File: src/rtl/program_loader_if.sv
// Byte-stream receive link plus program-memory write port of the program loader.
// The slave side is the loader; the master side feeds bytes and observes writes.
interface program_loader_if #(
  parameter int INS_WIDTH = 13,
  parameter int PM_AW     = 6
);
  logic [7:0]           rx_data;
  logic                 rx_valid;
  logic                 rx_ready;
  logic                 pm_we;
  logic [PM_AW-1:0]     pm_addr;
  logic [INS_WIDTH-1:0] pm_wdata;

  modport master (
    output rx_data,
    output rx_valid,
    input  rx_ready,
    input  pm_we,
    input  pm_addr,
    input  pm_wdata
  );

  modport slave (
    input  rx_data,
    input  rx_valid,
    output rx_ready,
    output pm_we,
    output pm_addr,
    output pm_wdata
  );
endinterface

File: src/rtl/program_loader.sv
// Framed byte-stream program loader: packs byte pairs into instruction words,
// writes them to program memory, checks the frame and releases the core when valid.
module program_loader #(
  parameter int         INS_WIDTH = 13,
  parameter int         PM_DEPTH  = 64,
  parameter int         PM_AW     = 6,
  parameter logic [7:0] SYNC_BYTE = 8'hA5
) (
  input  logic              clk,
  input  logic              rst,
  program_loader_if.slave   bus,
  output logic              cpu_hold,
  output logic              done,
  output logic              err,
  output logic [1:0]        err_code
);

  typedef enum logic [2:0] {
    IDLE  = 3'd0,
    COUNT = 3'd1,
    HI    = 3'd2,
    LO    = 3'd3,
    WRITE = 3'd4,
    CSUM  = 3'd5,
    DONE  = 3'd6,
    ERR   = 3'd7
  } state_t;

  localparam logic [1:0] ERR_NONE  = 2'd0;
  localparam logic [1:0] ERR_COUNT = 2'd1;
  localparam logic [1:0] ERR_HIGH  = 2'd2;
  localparam logic [1:0] ERR_CSUM  = 2'd3;

  state_t               state_reg;
  logic                 rx_ready_reg;
  logic                 pm_we_reg;
  logic [PM_AW-1:0]     pm_addr_reg;
  logic [INS_WIDTH-1:0] pm_wdata_reg;
  logic                 cpu_hold_reg;
  logic                 done_reg;
  logic                 err_reg;
  logic [1:0]           err_code_reg;
  logic [PM_AW-1:0]     index_reg;
  logic [PM_AW-1:0]     last_reg;
  logic [7:0]           csum_reg;
  logic [4:0]           hi_reg;

  logic accept;
  logic count_bad;

  assign accept    = bus.rx_valid && rx_ready_reg;
  assign count_bad = (bus.rx_data == 8'd0) || (int'(bus.rx_data) > PM_DEPTH);

  always_ff @(posedge clk) begin
    if (rst) begin
      state_reg    <= IDLE;
      rx_ready_reg <= 1'b0;
      pm_we_reg    <= 1'b0;
      pm_addr_reg  <= '0;
      pm_wdata_reg <= '0;
      cpu_hold_reg <= 1'b1;
      done_reg     <= 1'b0;
      err_reg      <= 1'b0;
      err_code_reg <= ERR_NONE;
      index_reg    <= '0;
      last_reg     <= '0;
      csum_reg     <= '0;
      hi_reg       <= '0;
    end else begin
      // Ready everywhere except the single WRITE cycle; write strobe is a pulse.
      rx_ready_reg <= 1'b1;
      pm_we_reg    <= 1'b0;

      case (state_reg)
        IDLE: begin
          if (accept && bus.rx_data == SYNC_BYTE) begin
            state_reg <= COUNT;
          end
        end

        COUNT: begin
          if (accept) begin
            if (count_bad) begin
              state_reg    <= ERR;
              err_reg      <= 1'b1;
              err_code_reg <= ERR_COUNT;
            end else begin
              // Keep N-1 so the last-word test is a plain equality on the index.
              last_reg  <= PM_AW'(bus.rx_data - 8'd1);
              csum_reg  <= bus.rx_data;
              index_reg <= '0;
              state_reg <= HI;
            end
          end
        end

        HI: begin
          if (accept) begin
            if (bus.rx_data[7:5] != 3'b000) begin
              state_reg    <= ERR;
              err_reg      <= 1'b1;
              err_code_reg <= ERR_HIGH;
            end else begin
              hi_reg    <= bus.rx_data[4:0];
              csum_reg  <= csum_reg ^ bus.rx_data;
              state_reg <= LO;
            end
          end
        end

        LO: begin
          if (accept) begin
            csum_reg     <= csum_reg ^ bus.rx_data;
            rx_ready_reg <= 1'b0;
            pm_we_reg    <= 1'b1;
            pm_addr_reg  <= index_reg;
            pm_wdata_reg <= INS_WIDTH'({hi_reg, bus.rx_data});
            state_reg    <= WRITE;
          end
        end

        WRITE: begin
          index_reg <= index_reg + 1'b1;
          state_reg <= (index_reg == last_reg) ? CSUM : HI;
        end

        CSUM: begin
          if (accept) begin
            if (bus.rx_data == csum_reg) begin
              state_reg    <= DONE;
              done_reg     <= 1'b1;
              cpu_hold_reg <= 1'b0;
            end else begin
              state_reg    <= ERR;
              err_reg      <= 1'b1;
              err_code_reg <= ERR_CSUM;
            end
          end
        end

        DONE, ERR: begin
          // A new sync restarts loading; anything else is line noise.
          if (accept && bus.rx_data == SYNC_BYTE) begin
            state_reg    <= COUNT;
            done_reg     <= 1'b0;
            err_reg      <= 1'b0;
            err_code_reg <= ERR_NONE;
            cpu_hold_reg <= 1'b1;
          end
        end

        default: begin
          state_reg <= IDLE;
        end
      endcase
    end
  end

  assign bus.rx_ready = rx_ready_reg;
  assign bus.pm_we    = pm_we_reg;
  assign bus.pm_addr  = pm_addr_reg;
  assign bus.pm_wdata = pm_wdata_reg;
  assign cpu_hold     = cpu_hold_reg;
  assign done         = done_reg;
  assign err          = err_reg;
  assign err_code     = err_code_reg;

endmodule
File: src/flat_wrapper.sv
// flat-port wrapper written by rule: the top's interface ports become plain ports
module program_loader_flat 
#(
  parameter int         INS_WIDTH = 13,
  parameter int         PM_DEPTH  = 64,
  parameter int         PM_AW     = 6,
  parameter logic [7:0] SYNC_BYTE = 8'hA5
)
  (clk, rst, cpu_hold, done, err, err_code, bus_rx_data, bus_rx_valid, bus_rx_ready, bus_pm_we, bus_pm_addr, bus_pm_wdata);
  program_loader_if #(.INS_WIDTH(INS_WIDTH), .PM_AW(PM_AW)) bus_i ();
  input  logic clk;
  input  logic rst;
  output logic cpu_hold;
  output logic done;
  output logic err;
  output logic [1:0] err_code;
  input wire logic [$bits(bus_i.rx_data)-1:0] bus_rx_data;
  input wire logic [$bits(bus_i.rx_valid)-1:0] bus_rx_valid;
  output wire logic [$bits(bus_i.rx_ready)-1:0] bus_rx_ready;
  output wire logic [$bits(bus_i.pm_we)-1:0] bus_pm_we;
  output wire logic [$bits(bus_i.pm_addr)-1:0] bus_pm_addr;
  output wire logic [$bits(bus_i.pm_wdata)-1:0] bus_pm_wdata;
  assign bus_i.rx_data = bus_rx_data;
  assign bus_i.rx_valid = bus_rx_valid;
  assign bus_rx_ready = bus_i.rx_ready;
  assign bus_pm_we = bus_i.pm_we;
  assign bus_pm_addr = bus_i.pm_addr;
  assign bus_pm_wdata = bus_i.pm_wdata;
  program_loader #(.INS_WIDTH(INS_WIDTH), .PM_DEPTH(PM_DEPTH), .PM_AW(PM_AW), .SYNC_BYTE(SYNC_BYTE)) u_core (.clk(clk), .rst(rst), .bus(bus_i), .cpu_hold(cpu_hold), .done(done), .err(err), .err_code(err_code));
endmodule
File: config.mk
export PLATFORM = sky130hd
export DESIGN_NAME = program_loader_flat
export DESIGN_NICKNAME = d
export VERILOG_FILES = /design/src/rtl/program_loader_if.sv /design/src/rtl/program_loader.sv /design/src/flat_wrapper.sv
export SDC_FILE = /design/constraint.sdc
export NUM_CORES = 1
export LEC_CHECK = 0
export BUFFER_PORTS_ARGS = -buffer_cell sky130_fd_sc_hd__clkbuf_2
export CORE_MARGIN = 1.5
export CORE_UTILIZATION = 45
export CTS_BUF_LIST = sky130_fd_sc_hd__clkbuf_8
export CTS_CLUSTER_DIAMETER = 80
export DETAILED_ROUTE_END_ITERATION = 12
export PLACE_DENSITY_LB_ADDON = 0.08
export SLEW_MARGIN = 20
export SYNTH_ARGS = -nofsm -noshare
export SYNTH_HDL_FRONTEND = slang
export SYNTH_SLANG_ARGS = --single-unit
File: constraint.sdc
create_clock -name clk -period 2.4 [get_ports clk]
set_input_delay 0.24 -clock clk [delete_from_list [all_inputs] [get_ports clk]]
set_output_delay 0.24 -clock clk [all_outputs]
set_load 0.01 [all_outputs]
## Word level (Yosys, flattened, before mapping)

Index checks and enable logic that the tools add are counted.

- $add $sub $neg: 2
- Bitwise gates (word level): 4
- Multiplexer cells: 45
- Equal/unequal tests: 22
- Reductions and logical operators: 21
- Magnitude comparators: 1

Operators by type and width:

| cell | count |
|---|---|
| 2-to-1 mux 8 bit | 5 |
| 2-to-1 mux 3 bit | 8 |
| one-hot mux 8 bit (3 select lines) | 1 |
| != test 2 x 1 -> 1 bit, second input constant | 9 |
| one-hot mux 3 bit (6 select lines) | 1 |
| 2-to-1 mux 1 bit | 16 |
| 2-to-1 mux 2 bit | 7 |
| == test 3 bit, second input constant | 4 |
| 2-to-1 mux 6 bit | 2 |
| one-hot mux 6 bit (2 select lines) | 1 |
| AND reduction 3 bit | 3 |
| == test 8 bit | 1 |
| == test 8 bit, second input constant | 1 |
| > comparator 8 x 7 -> 1 bit, second input constant | 1 |
| zero test 8 bit | 1 |
| one-hot mux 2 bit (4 select lines) | 1 |
| AND reduction 8 bit | 1 |
| bitwise XOR 8 bit | 1 |
| adder 6 x 1 -> 6 bit, second input constant | 1 |
| == test 3 x 2 -> 1 bit, second input constant | 2 |
| == test 6 bit | 1 |
| != test 2 bit, second input constant | 3 |
| AND reduction 6 bit | 1 |
| nonzero test 3 bit | 2 |
| 15 further kinds | 21 |

- Output and inout bits: 26
- Bits in registers: 54
- Input port bits: 11

## Logic depth before layout (Yosys ltp)

- Word-level depth: 5
- Depth in mapped cells: 9
- Gate-level depth less buffers: 7

## Worst setup path after synthesis

No wires, ideal clock.

- Path kind: input to register
- Start point: input port bus_rx_data[0]
- End point: register u_core.err_code_reg[0] (netlist: u_core.err_code[0])
- Required time: 2,314 ps
- Cell stages on the path: 8
- Path slack: 368 ps
- Setup time: 86 ps
- Arrival time: 1,946 ps
- Path buffers: 1
- Cells stage by stage: clkbuf_1 inv_1 ha_1 or3b_4 o211ai_2 nand3_1 or3_4 a211oi_1

- Longest elaborated chain between the ends: 4

Ends and longest elaborated chain:

| element | line | RTL |
|---|---|---|
| start: declaration | flat_wrapper.sv:17 | `input wire logic [$bits(bus_i.rx_data)-1:0] bus_rx_data;` |
| > comparator 8 x 7 -> 1 bit (tied with other cells) | program_loader.sv:52 | `assign count_bad = (bus.rx_data == 8'd0) \|\| (int'(bus.rx_data) > PM_DEPTH);` |
| logical OR 1 bit or logical AND 1 bit (tied branches) | program_loader.sv:52, program_loader.sv:143 |  |
| != test 2 x 1 -> 1 bit (no line) | n/a |  |
| AND reduction 8 bit (no line) * | n/a |  |
| end signal: assignment | program_loader.sv:64 | `err_code_reg <= ERR_NONE;` |
| end signal: assignment | program_loader.sv:86 | `err_code_reg <= ERR_COUNT;` |
| end signal: assignment | program_loader.sv:102 | `err_code_reg <= ERR_HIGH;` |
| end: declaration | program_loader.sv:42 | `logic [1:0] err_code_reg;` |

Mark *: on every way between the ends. The rest lies on a longest branch, timed or not.
A chain may end at the register's enable or synchronous reset.

## Final worst setup path

- Start point: register u_core.state_reg[2]
- End point: register u_core.state_reg[2]

- Longest elaborated chain between the ends: 4

Ends and longest elaborated chain:

| element | line | RTL |
|---|---|---|
| start: declaration | program_loader.sv:34 | `state_t state_reg;` |
| start signal: assignment | program_loader.sv:124 | `state_reg <= (index_reg == last_reg) ? CSUM : HI;` |
| == test 3 bit or zero test 3 bit (tied branches) | program_loader.sv:74 | `case (state_reg)` |
| OR reduction 3 bit (no line) | n/a |  |
| != test 2 x 1 -> 1 bit (no line) | n/a |  |
| AND reduction 5 bit (no line) | n/a |  |

Several ways; a longest one is shown, not always the timed one.

==> run summary <==
- 0 ns — setup_tns
- 4 — Pre-antenna DRT Iters
- 28 — cell row count
- 2352 — number of vias after detailed routing
- 0 — number of endpoints with negative hold slack in the final report
- 81.0 um — Die Span Y
- flop — Setup crit start kind
- 2740 sq um — Cell Area, Synth
- reg -> reg — category of the critical setup timing path
- compound AO/OA/AOI/OAI gates — combinational family with the most area after synthesis
- 0.852 — final weighted congestion in routability-driven placement
- 310 — cell count after synthesis
- 354 — count of nets after finishing
- 0 — number of warnings reported in the yosys synthesis log
- 0 — post-detailed-route count of antenna-violating nets
- 5 — TritonCTS Buffers
- 2095 — number of global-route vias before repair
- 0 — initial antenna violation count
- 0.0799 — post-synthesis xor/xnor area fraction
- 13 — flip-flop count of the largest register after layout
- 36 — number of port buffers
- 0 — number of buffers added for setup after CTS
- 5.65 — DR vias/cell
- 0.559 — remaining max-slew budget at the tightest pin
- 0.212 — overall fraction of global-route tracks in use
- 81.0 um — Die W
- 1.15 nW — P_leak
- 6570 sq um — die area
- 0 — final count of pins violating max slew
- 2.65 ns — WP data required
- yes — TritonCTS clock tree
- 0.466 — initial cell density of the core
- 0 — residual overflow from global routing
- 482 MHz — Fmax achieved
- 2.07 ns — shortest clock period the worst path allows after layout
- 54 — # clock sinks
- 0.00722 ns — Max Clock Skew
- 1.65 mW — overall power of the completed layout
- 324 — Post-Synthesis Net Count
- sky130_fd_sc_hd__clkbuf_8 — buffer type at the clock tree root
- 37 — total I/O pin count
- 13 — largest driver fanout on the critical path
- 0.196 — share of layout cells above drive strength 1
- 23 — pin count of the biggest net entering global routing
- sky130_fd_sc_hd__dfxtp_1 (54), sky130_fd_sc_hd__clkbuf_2 (36), sky130_fd_sc_hd__nand2_1 (23), sky130_fd_sc_hd__nor2_1 (20), sky130_fd_sc_hd__a22o_1 (20) — top library cells by usage in the layout, fill and taps aside
- 0.000332 V — maximum resistive drop on vdd
- 13.6% — area growth from synthesis to layout
- 0 — proportion of synthesized flip-flops having asynchronous set or reset
- 0 — maximum capacitance violations
- 0.661 ns — slew at the pin closest to its max-slew limit
- 0.864 — final worst path period share
- 4570 um — Detail Placement HPWL
- false — setup repair after global routing missed its margin
- 10700 um — first-pass GRT wire length
- flop — kind of capture point of the worst setup path
- 0 — number of flops mapped to enable cells by yosys
- 2 — H-tree Lvls
- 0.264 ns — worst hold margin
- 145 — number of DRC violations after detailed-routing iteration 0
- 8.84 sq um — Avg Inst Size Synth
- in -> reg — worst hold path class
- 2.32 ns — Critical Path AT
- 0 — number of buffers inserted for hold repair after clock tree synthesis
- 51 — Distinct cells, synth
- sky130_fd_sc_hd__dfxtp_1 — most common cell after layout, fill and taps aside
- 0.33 ns — reg2reg setup slack
- 15.8 um — wire per inst
- sky130_fd_sc_hd__dfxtp_1 — Synth Flop Type
- 0 — Setup violations, final
- completed — status
- 54 — number of synthesized register bits
- 0.529 — utilization of the core after routing
- 0 — post-cts resize count
- 0.31 ns — worst skew pair latency
- 0.11 ns — clock-pin transition on the worst setup and hold timing paths
- 0.395 — sequential area share after synthesis
- 0 — total DRC errors in the routed layout
- 530 nW/um^2 — Pwr Density
- 2 — buffer levels on the longest clock path
- 0.0137 — post-synthesis adder-cell area fraction
- 0.214 — area share of and/or/nand/nor cells after synthesis
- 0.220 — Synth Area in Compound Gates
- 5890 sq um — core footprint
- 0.0219 — mux contribution to synthesized area
- 0 — antenna diode count
- 6590 um — wire length after detailed routing
==> worst max-delay path: stages (launching register included) <==
cell and delay (ns):
sky130_fd_sc_hd__dfxtp_1 0.68, sky130_fd_sc_hd__nor3b_2 0.56, sky130_fd_sc_hd__and3_1 0.24, sky130_fd_sc_hd__a21oi_1 0.06, sky130_fd_sc_hd__or3b_1 0.36, sky130_fd_sc_hd__a21oi_1 0.12
==> cells by family after synthesis <==
kind of cell / after synthesis
buffers and inverters: 32
DFF: 54
muxes: 6
adders and majority gates: 3
AOI/OAI and AO/OA: 85
xor gates and xnor gates: 25
and+or+nand+nor: 105
==> power breakdown <==
| part | total [mW] | internal, mW | switching [mW] | leakage, nW |
|---|---|---|---|---|
| Sequential | 0.897 | 0.896 | 0.000644 | 0.435 |
| Combinational | 0.109 | 0.0357 | 0.0735 | 0.656 |
| Clock | 0.643 | 0.317 | 0.326 | 0.0587 |
| Total | 1.65 | 1.25 | 0.401 | 1.15 |
==> final timing paths <==
path	from	endpoint	depth (start not counted)
hold / removal	bus_rx_data[0]	u_core.last_reg[0]$_SDFFE_PP0P_	4
setup / recovery	u_core.state_reg[2]$_SDFFE_PP0P_	u_core.state_reg[2]$_SDFFE_PP0P_	5
hold reg to reg	u_core.cpu_hold$_SDFFE_PP1P_	u_core.cpu_hold$_SDFFE_PP1P_	2
setup reg to reg	u_core.state_reg[2]$_SDFFE_PP0P_	u_core.state_reg[2]$_SDFFE_PP0P_	5
==> synthesized netlist by cell type (6+ instances only) <==
master	number	area share
sky130_fd_sc_hd__nand4_1	6	0.014
sky130_fd_sc_hd__nor2_1	20	0.027
sky130_fd_sc_hd__buf_2	9	0.016
sky130_fd_sc_hd__a211oi_1	8	0.022
sky130_fd_sc_hd__clkbuf_1	11	0.015
sky130_fd_sc_hd__a31oi_1	7	0.016
sky130_fd_sc_hd__dfxtp_1	54	0.39
sky130_fd_sc_hd__mux2i_1	6	0.022
sky130_fd_sc_hd__a21oi_1	14	0.026
sky130_fd_sc_hd__nand3_1	9	0.016
sky130_fd_sc_hd__xor2_1	8	0.026
sky130_fd_sc_hd__nor3_1	14	0.026
sky130_fd_sc_hd__a22o_1	20	0.064
sky130_fd_sc_hd__nand2b_1	9	0.021
sky130_fd_sc_hd__o21ai_0	12	0.022
sky130_fd_sc_hd__inv_1	7	0.0096
sky130_fd_sc_hd__xnor2_1	17	0.054
sky130_fd_sc_hd__nand2_1	23	0.032
==> area by class of cell <==
class / instances / area, sq um
Fill cell: 562 / 2770
Multi-Input combinational cell: 224 / 1530
Sequential cell: 54 / 1080
Timing Repair Buffer: 48 / 270
Tap cell: 75 / 93.8
Clock buffer: 5 / 68.8
Clock inverter: 3 / 47.5
Inverter: 7 / 26.3
==> through the flow <==
step | cell area (sq um) | setup WS, ns | std cells
global route | 3110 | 0.214 | 416
global placement | 2990 | 0.316 | 408
floorplan | 2740 | 0.368 | 310
CTS | 3100 | 0.313 | 416
detailed placement | 2990 | 0.279 | 408
finish | 3110 | 0.327 | 416
==> metal layers <==
metal / routed length, um / global-route usage / vias to the layer above
met5: 0 / 0 / -
li1: - / - / 1179
met4: 74 / 0.0517 / 0
met3: 275 / 0.0382 / 7
met1: 3350 / 0.314 / 1119
met2: 2890 / 0.318 / 47
Note: power is estimated with default switching activity, not from simulation.
